[src/rtl/vcr_cmd_scheduler.sv]
// VCR command scheduler: arbitrates front-panel and remote requests, issues one
// registered button pulse per command and waits for the tape controller to reach
// the requested status, reporting done or err.
//
// state | meaning
// ------+---------------------------------------------------------------
// IDLE  | no command in flight; arbitrate panel over remote FIFO
// ISSUE | one cycle; button drive for the latched command is registered
// WAIT  | watch tape_st for the target bit; stop preempts; timeout -> err
module vcr_cmd_scheduler #(
    parameter int unsigned TIMEOUT = 200
) (
    input  logic       clk,
    input  logic       reset,
    input  logic [5:0] pnl_btn,
    input  logic [2:0] rc_cmd,
    input  logic       rc_valid,
    output logic       rc_ready,
    input  logic [5:0] tape_st,
    output logic       stop_button,
    output logic       pause_button,
    output logic       play_button,
    output logic       record_button,
    output logic       forward_button,
    output logic       rewind_button,
    output logic       busy,
    output logic       done,
    output logic       err
);

    // Command codes double as bit indices into pnl_btn and tape_st.
    localparam logic [2:0] CMD_STOP    = 3'd0;
    localparam logic [2:0] CMD_PAUSE   = 3'd1;
    localparam logic [2:0] CMD_PLAY    = 3'd2;
    localparam logic [2:0] CMD_RECORD  = 3'd3;
    localparam logic [2:0] CMD_FORWARD = 3'd4;
    localparam logic [2:0] CMD_REWIND  = 3'd5;

    localparam logic [1:0] ST_IDLE  = 2'd0;
    localparam logic [1:0] ST_ISSUE = 2'd1;
    localparam logic [1:0] ST_WAIT  = 2'd2;

    localparam logic [7:0] CNT_LAST = 8'(TIMEOUT - 1);

    logic [1:0] state_q, state_d;
    logic [2:0] cmd_q,   cmd_d;
    logic [2:0] tgt_q,   tgt_d;
    logic [7:0] cnt_q,   cnt_d;
    logic [5:0] btn_q,   btn_d;
    logic       done_q,  done_d;
    logic       err_q,   err_d;

    logic [2:0] fifo_q [4];
    logic [1:0] wr_ptr_q, rd_ptr_q;
    logic [2:0] count_q;
    logic       fifo_full, fifo_empty;
    logic       push_hs, push_store, pop;
    logic [2:0] fifo_head;

    logic       sel_valid;
    logic [2:0] sel_cmd;
    logic [2:0] pnl_cmd;

    assign fifo_full  = (count_q == 3'd4);
    assign fifo_empty = (count_q == 3'd0);
    assign fifo_head  = fifo_q[rd_ptr_q];
    // A pop in the same cycle frees a slot, so a full FIFO still accepts a push.
    assign rc_ready   = !fifo_full || pop;
    assign push_hs    = rc_valid && rc_ready;
    // Codes 6 and 7 complete the handshake but are never stored.
    assign push_store = push_hs && (rc_cmd <= CMD_REWIND);

    // Panel priority: stop > record > play > forward > rewind > pause.
    always_comb begin
        pnl_cmd = CMD_PAUSE;
        if (pnl_btn[0])      pnl_cmd = CMD_STOP;
        else if (pnl_btn[3]) pnl_cmd = CMD_RECORD;
        else if (pnl_btn[2]) pnl_cmd = CMD_PLAY;
        else if (pnl_btn[4]) pnl_cmd = CMD_FORWARD;
        else if (pnl_btn[5]) pnl_cmd = CMD_REWIND;
    end

    // Remote FIFO storage and pointers.
    always_ff @(posedge clk or negedge reset) begin
        if (!reset) begin
            for (int i = 0; i < 4; i++) fifo_q[i] <= 3'd0;
            wr_ptr_q <= 2'd0;
            rd_ptr_q <= 2'd0;
            count_q  <= 3'd0;
        end else begin
            if (push_store) begin
                fifo_q[wr_ptr_q] <= rc_cmd;
                wr_ptr_q         <= wr_ptr_q + 2'd1;
            end
            if (pop) rd_ptr_q <= rd_ptr_q + 2'd1;
            case ({push_store, pop})
                2'b10:   count_q <= count_q + 3'd1;
                2'b01:   count_q <= count_q - 3'd1;
                default: count_q <= count_q;
            endcase
        end
    end

    // Next-state logic: arbitration, issue decode, completion/preempt/timeout.
    always_comb begin
        state_d   = state_q;
        cmd_d     = cmd_q;
        tgt_d     = tgt_q;
        cnt_d     = cnt_q;
        btn_d     = 6'b000000;
        done_d    = 1'b0;
        err_d     = 1'b0;
        pop       = 1'b0;
        sel_valid = 1'b0;
        sel_cmd   = CMD_STOP;
        case (state_q)
            ST_IDLE: begin
                if (pnl_btn != 6'b000000) begin
                    sel_valid = 1'b1;
                    sel_cmd   = pnl_cmd;
                end else if (!fifo_empty) begin
                    sel_valid = 1'b1;
                    sel_cmd   = fifo_head;
                    pop       = 1'b1;
                end
                if (sel_valid) begin
                    if (sel_cmd == CMD_PAUSE) begin
                        // Pause toggles: playing -> wait for pause, paused -> wait for play.
                        if (tape_st[CMD_PLAY]) begin
                            cmd_d   = sel_cmd;
                            tgt_d   = CMD_PAUSE;
                            state_d = ST_ISSUE;
                        end else if (tape_st[CMD_PAUSE]) begin
                            cmd_d   = sel_cmd;
                            tgt_d   = CMD_PLAY;
                            state_d = ST_ISSUE;
                        end else begin
                            err_d = 1'b1;
                        end
                    end else begin
                        cmd_d   = sel_cmd;
                        tgt_d   = sel_cmd;
                        state_d = ST_ISSUE;
                    end
                end
            end
            ST_ISSUE: begin
                case (cmd_q)
                    CMD_STOP:    btn_d = 6'b000001;
                    CMD_PAUSE:   btn_d = 6'b000010;
                    CMD_PLAY:    btn_d = 6'b000100;
                    CMD_RECORD:  btn_d = 6'b001100;
                    CMD_FORWARD: btn_d = 6'b010000;
                    CMD_REWIND:  btn_d = 6'b100000;
                    default:     btn_d = 6'b000000;
                endcase
                cnt_d   = 8'd0;
                state_d = ST_WAIT;
            end
            ST_WAIT: begin
                if (tape_st[tgt_q]) begin
                    done_d  = 1'b1;
                    state_d = ST_IDLE;
                end else if (pnl_btn[0]) begin
                    err_d   = 1'b1;
                    cmd_d   = CMD_STOP;
                    tgt_d   = CMD_STOP;
                    state_d = ST_ISSUE;
                end else if (cnt_q == CNT_LAST) begin
                    err_d   = 1'b1;
                    state_d = ST_IDLE;
                end else begin
                    cnt_d = cnt_q + 8'd1;
                end
            end
            default: state_d = ST_IDLE;
        endcase
    end

    // Control registers and registered outputs.
    always_ff @(posedge clk or negedge reset) begin
        if (!reset) begin
            state_q <= ST_IDLE;
            cmd_q   <= CMD_STOP;
            tgt_q   <= CMD_STOP;
            cnt_q   <= 8'd0;
            btn_q   <= 6'b000000;
            done_q  <= 1'b0;
            err_q   <= 1'b0;
        end else begin
            state_q <= state_d;
            cmd_q   <= cmd_d;
            tgt_q   <= tgt_d;
            cnt_q   <= cnt_d;
            btn_q   <= btn_d;
            done_q  <= done_d;
            err_q   <= err_d;
        end
    end

    assign stop_button    = btn_q[0];
    assign pause_button   = btn_q[1];
    assign play_button    = btn_q[2];
    assign record_button  = btn_q[3];
    assign forward_button = btn_q[4];
    assign rewind_button  = btn_q[5];
    assign busy           = (state_q != ST_IDLE);
    assign done           = done_q;
    assign err            = err_q;

endmodule
[config.mk]
export PLATFORM = sky130hd
export DESIGN_NAME = vcr_cmd_scheduler
export DESIGN_NICKNAME = d
export VERILOG_FILES = /design/src/rtl/vcr_cmd_scheduler.sv
export SDC_FILE = /design/constraint.sdc
export NUM_CORES = 1
export LEC_CHECK = 0
export CAP_MARGIN = 20
export CORE_ASPECT_RATIO = 0.6
export CORE_MARGIN = 10
export CORE_UTILIZATION = 39
export CTS_CLUSTER_SIZE = 30
export DETAILED_ROUTE_END_ITERATION = 8
export GPL_TIMING_DRIVEN = 0
export HOLD_SLACK_MARGIN = 0.06
export PLACE_DENSITY_LB_ADDON = 0.25
export SETUP_SLACK_MARGIN = 0.2
export SLEW_MARGIN = 20
export SYNTH_ARGS = -nofsm -noshare
export SYNTH_HDL_FRONTEND = slang
export SYNTH_SLANG_ARGS = --single-unit
[constraint.sdc]
create_clock -name clk -period 2.95 [get_ports clk]
set_input_delay 0.295 -clock clk [delete_from_list [all_inputs] [get_ports clk]]
set_output_delay 0.295 -clock clk [all_outputs]
set_load 0.02 [all_outputs]
Word-level counts from Yosys, hierarchy flattened
Index checks and enable logic that the tools add are counted.
- bits in registers: 43
- add/sub/neg operators: 5
- order comparisons: 5
- equal/unequal tests: 19
- mux-type cells: 58
- bitwise operators: 2
- reductions and logical operators: 16
- operator list (operator ; count):
    3-bit 2-to-1 mux ; 21
    6-bit one-hot mux with 6 select lines ; 1
    8-bit 2-to-1 mux ; 3
    3-bit one-hot mux with 2 select lines ; 3
    8-bit one-hot mux with 2 select lines ; 1
    1-bit 2-to-1 mux ; 15
    2-bit 2-to-1 mux ; 7
    12-bit bitwise mux ; 1
    3-bit == test (second input constant) ; 3
    8-bit by 1-bit adder with 8-bit output (second input constant) ; 1
    8-bit == test (second input constant) ; 1
    2-bit != test (second input constant) ; 4
    4-bit != test (second input constant) ; 2
    2-bit nonzero test ; 4
    3-bit binary-select mux with 2-bit select ; 1
    3-bit demux with 2-bit select ; 1
    3-bit by 1-bit == test with 1-bit output (second input constant) ; 2
    3-bit by 2-bit == test with 1-bit output (second input constant) ; 2
    3-bit >= comparator (second input constant) ; 2
    3-bit logical NOT ; 2
    6-bit 2-to-1 mux ; 1
    2-bit NOT with 3-bit output ; 2
    2-bit one-hot mux with 3 select lines ; 1
    6-bit nonzero test ; 1
    other kinds (18) ; 23

Depth between registers and ports, before layout
- depth after elaboration: 12
- gate-level depth with buffers: 11
- gate-level depth less buffers: 10

Worst setup path after synthesis
No wires, ideal clock.
- path type: register -> register
- start point: register count_q[0]
- end point: register count_q[2]
- setup time: 0.079 ns
- arrival: 2.427 ns
- path slack: 0.444 ns
- stages on the path, launching flop included: 12
- buffers on the path: 1
- clock period less this slack: 2.506 ns
- cell sequence: dfrtp_1 or3b_2 a31o_2 and3_1 buf_2 inv_1 ha_1 inv_1 fa_1 xor2_1 nor2_1 xor2_1
- longest elaborated chain between the ends: 9
- elaborated cells on any way between the ends: 15
- RTL lines (element ; RTL line ; RTL):
    from (decl) ; 55 ; logic [2:0] count_q;
    from (signal assigned) ; 97 ; 2'b10: count_q <= count_q + 3'd1;
    from (signal assigned) ; 98 ; 2'b01: count_q <= count_q - 3'd1;
    from (signal assigned) ; 99 ; default: count_q <= count_q;
    3-bit logical NOT ; 65 ; assign fifo_empty = (count_q == 3'd0);
    1-bit 2-to-1 mux ; 121 ; end else if (!fifo_empty) begin
    1-bit 2-to-1 mux ; 118 ; if (pnl_btn != 6'b000000) begin
    1-bit 2-to-1 mux ; 116 ; case (state_q)
    1-bit logical OR (*) ; 68 ; assign rc_ready = !fifo_full || pop;
    via rc_ready ; 18 ; output logic rc_ready,
    1-bit logical AND (*) ; 69 ; assign push_hs = rc_valid && rc_ready;
    1-bit logical AND (*) ; 71 ; assign push_store = push_hs && (rc_cmd <= CMD_REWIND);
    2-bit by 1-bit == test with 1-bit output / 2-bit == test (equally long branches) ; 96 ; case ({push_store, pop})
    3-bit one-hot mux with 2 select lines / 2-bit nonzero test (equally long branches) ; - ;
Mark *: on every way through the listed nets, which the timed path passes. The rest lies on a longest branch.
A chain may end at the register's enable or synchronous reset.

Worst setup path in the final report
- start point: register count_q[0]
- end point: register count_q[2]
- longest elaborated chain between the ends: 9
- elaborated cells on any way between the ends: 15
- RTL lines (element ; RTL line):
    3-bit logical NOT ; 65
    1-bit 2-to-1 mux ; 121
    1-bit 2-to-1 mux ; 118
    1-bit 2-to-1 mux ; 116
    1-bit logical OR ; 68
    1-bit logical AND ; 69
    1-bit logical AND ; 71
    2-bit by 1-bit == test with 1-bit output / 2-bit == test (equally long branches) ; 96
    3-bit one-hot mux with 2 select lines / 2-bit nonzero test (equally long branches) ; -
Several ways; a longest one is shown, not always the timed one.

==> impl_results.md <==
* Worst VDD drop at 0.2299 mV
* Top cells by area, synth: dfrtp_1 (51%), mux2_2 (7.9%), mux4_2 (4.2%), ha_1 (3.5%), nand2_1 (2.6%)
* Worst r2r src: count_q[0]$_DFFE_PN0P_
* DRC at 0
* P_leak at 0.001122 uW
* Final-report hold violation count at 0
* Unrepaired setup endpoints after global routing: no
* Relative slew slack at 0.6173
* Synthesized flop and latch total at 43
* Gr ovfl total at 0
* CP Class: flip-flop to flip-flop
* Routed vias at 1,548
* Final layout net count at 252
* CTS max path bufs at 2
* CTS tree: done
* Fin crit period at 2601 ps
* WP data arrival at 2820 ps
* Reg2reg path depth at 11
* Number of antenna diodes at 0
* Worst setup startpoint: count_q[0]$_DFFE_PN0P_
* Required time worst endpoint at 3170 ps
* FF-to-FF End: count_q[2]$_DFFE_PN0P_
* Setup WS pre-CTS at 11.83 ps
* Cell accounting for the most synthesized area: dfrtp_1
* Die Height at 77.24 um
* Layout Cells excl Fill at 294
* Crit. End Element: flip-flop
* Worst setup slack after layout at 349.5 ps
* Worst Setup EP: count_q[2]$_DFFE_PN0P_
* Drt via density at 5.265
* Post-Place Cells at 283
* IO buf count at 27
* CTS clk-pin slew, worst paths at 80 ps
* Core ar. at 5180 um2
* Fmax at 384.5 MHz
* FP Rows at 20
* Synth top area share at 0.5053
* Syn Std Cell Area at 2130 um2
* Outcome: finished, final reports clean
* Initial drt markers at 88
* R2R Setup Slk at 350 ps
* PwrDens at 825.2 nW/um2
* First-pass GRT wire length at 7955 um
* Yosys cell types at 41
* Area added between synthesis and finish at 23.56%
* Wire length per cell at 15.47 um
* Startpoint Class: flip-flop
* Hold WS at 462.8 ps
* Actual slew at the worst max-slew pin at 574.1 ps
* Share of cells above drive strength 1 at 0.1930
* Vias in the first global route at 1,548
* Final setup viols at 0
* Seq/Total Area, Yosys at 0.5053
* CTS Buf Count at 5
* Largest net degree at the start of global routing at 24
* Hold Path Class: flip-flop to flip-flop
* Max-Cap Viols at 0
* Final worst path period share at 0.8815
* Initial Util at 0.4111
* # clock sinks at 43
* Syn_nets at 214
* Post-route ant nets at 0
* Max-slew violation count at 0
* Final core utilization at 0.5080
* Final WL at 4549 um
* Total GRT Usage at 0.1086
* IO Pins at 28
* Yosys warning count at 0
* DP Wirelength at 3510 um
* Setup TNS at 0 ps
* CP max FO at 8
* Syn Area/Cell at 11.27 um2
* Initial antenna violation count at 0
* Die area at 8913 um2
* GP Congestion at 0.7660
* Post-Route Skew at 4.931 ps
* First-pass DRT Iterations at 4
* Die width at 115.4 um
* Syn Inst Count at 189
* Root buffer cell: clkbuf_8
* H-tree depth at 2
* Clock latency on the worst-skew pair at 290 ps
-- synthesized netlist by cell type --
cell type   n
or2_2       2
or3b_2      1
o31ai_1     2
o21ai_0     8
dfrtp_1    43
clkbuf_2    1
o22ai_1     2
a21boi_0    1
mux2_2     15
nor3_2      1
nor4_1      4
nor2_1      8
nand3_1    10
xnor2_1     3
nand2b_1    2
buf_2       1
and2_1      1
o21bai_1    2
and3_1      2
clkbuf_1    2
a31oi_1     2
or3_1       3
inv_1      14
nor3_1      5
nor2b_1     3
a21oi_1     7
fa_1        1
nand3_2     1
xor2_1      3
ha_1        6
mux2i_1     4
or4_1       1
a22oi_4     1
a31o_2      1
mux4_2      4
o211ai_1    1
nand4_1     3
and4_1      1
a41oi_1     1
nand2_1    15
a31oi_4     1
-- worst max-delay path, stage by stage (launching register included) --
cell     delay [ps]
dfrtp_2         430
or3b_2          440
a31o_2          240
and3_1          170
buf_4           160
inv_1            60
ha_2            180
inv_1            50
fa_1            370
xor2_1          150
nor2_1          130
xor2_1          150
-- cells by family after synthesis --
family,count (synthesis),synth area share
adder cells (fa/ha/maj),7,0.04465
XOR/XNOR,6,0.02468
AO/OA/AOI/OAI,29,0.09635
multiplexers,23,0.1404
buffers and inverters,18,0.03290
AND/OR/NAND/NOR,63,0.1557
flip-flops,43,0.5053
-- state kept, by name, indices dropped and copies added, names as in the netlist --
register  flops
state_q       2
err           1
rd_ptr_q      2
count_q       3
fifo_q       12
wr_ptr_q      2
cmd_q         3
done          1
tgt_q         3
cnt_q         8
btn_q         6
-- routing by layer --
| layer | global-route usage | wire length [um] | vias to the layer above |
|---|---|---|---|
| li1 | - | - | 753 |
| met2 | 0.1417 | 1812 | 36 |
| met3 | 0.03030 | 243 | 4 |
| met4 | 0.02645 | 36 | 0 |
| met1 | 0.1665 | 2457 | 755 |
| met5 | 0 | 0 | - |
-- stage by stage --
| step | power [uW] | instance area, um2 |
|---|---|---|
| final | 2171 | 2631 |
| after global routing | 2347 | 2631 |
| after CTS | 2162 | 2599 |
| after detailed placement | 1796 | 2505 |
| after global placement | 1775 | 2482 |
| after floorplan | 1523 | 2130 |
-- worst min path at each step --
stage / from / depth (start not counted) / slack (ps) / to
global placement: cmd_q[1]$_DFFE_PN0P_ / 1 / 450 / btn_q[1]$_DFF_PN0_
CTS: cmd_q[0]$_DFFE_PN0P_ / 1 / 460 / btn_q[4]$_DFF_PN0_
detailed placement: reset / 1 / 320 / wr_ptr_q[0]$_DFFE_PN0P_
global route: cmd_q[1]$_DFFE_PN0P_ / 1 / 490 / btn_q[1]$_DFF_PN0_
finish: cmd_q[0]$_DFFE_PN0P_ / 1 / 460 / btn_q[4]$_DFF_PN0_
floorplan: reset / 0 / -0.6 / btn_q[0]$_DFF_PN0_
-- cells in the final DEF, fill, tap and decap left out, drive strengths merged, types with 4 or more instances in the layout --
| cell | instances |
|---|---|
| mux4 | 4 |
| a21oi | 7 |
| buf | 5 |
| mux2i | 4 |
| nor3 | 6 |
| nor2 | 8 |
| nand2 | 15 |
| dfrtp | 43 |
| mux2 | 15 |
| ha | 6 |
| clkbuf | 8 |
| clkdlybuf4s50 | 26 |
| o21ai | 8 |
| nor4 | 4 |
| nand3 | 11 |
| inv | 14 |
-- final cells by class --
type	instances	area, um2
Buffer	4	20.02
Sequential cell	43	1077
Multi-Input combinational cell	128	997.2
Inverter	14	52.55
Clock buffer	5	68.82
Fill cell	472	2549
Tap cell	66	82.58
Clock inverter	3	15.01
Timing Repair Buffer	31	317.8
-- report_power, final --
group	leakage, uW	internal (uW)	switching [uW]
logic	0.000521	437	447
registers	0.000553	795	131
clock network	0.0000477	162	198
-- what timing repair did --
item / CTS / global route
endpoints found under the setup margin: 0 / 2
gates resized for setup: 0 / 6
hold endpoints to repair: 22 / 0
hold buffers: 1 / 0
buffers inserted: 0 / 2
No activity file was read; power rests on OpenSTA's default activity.
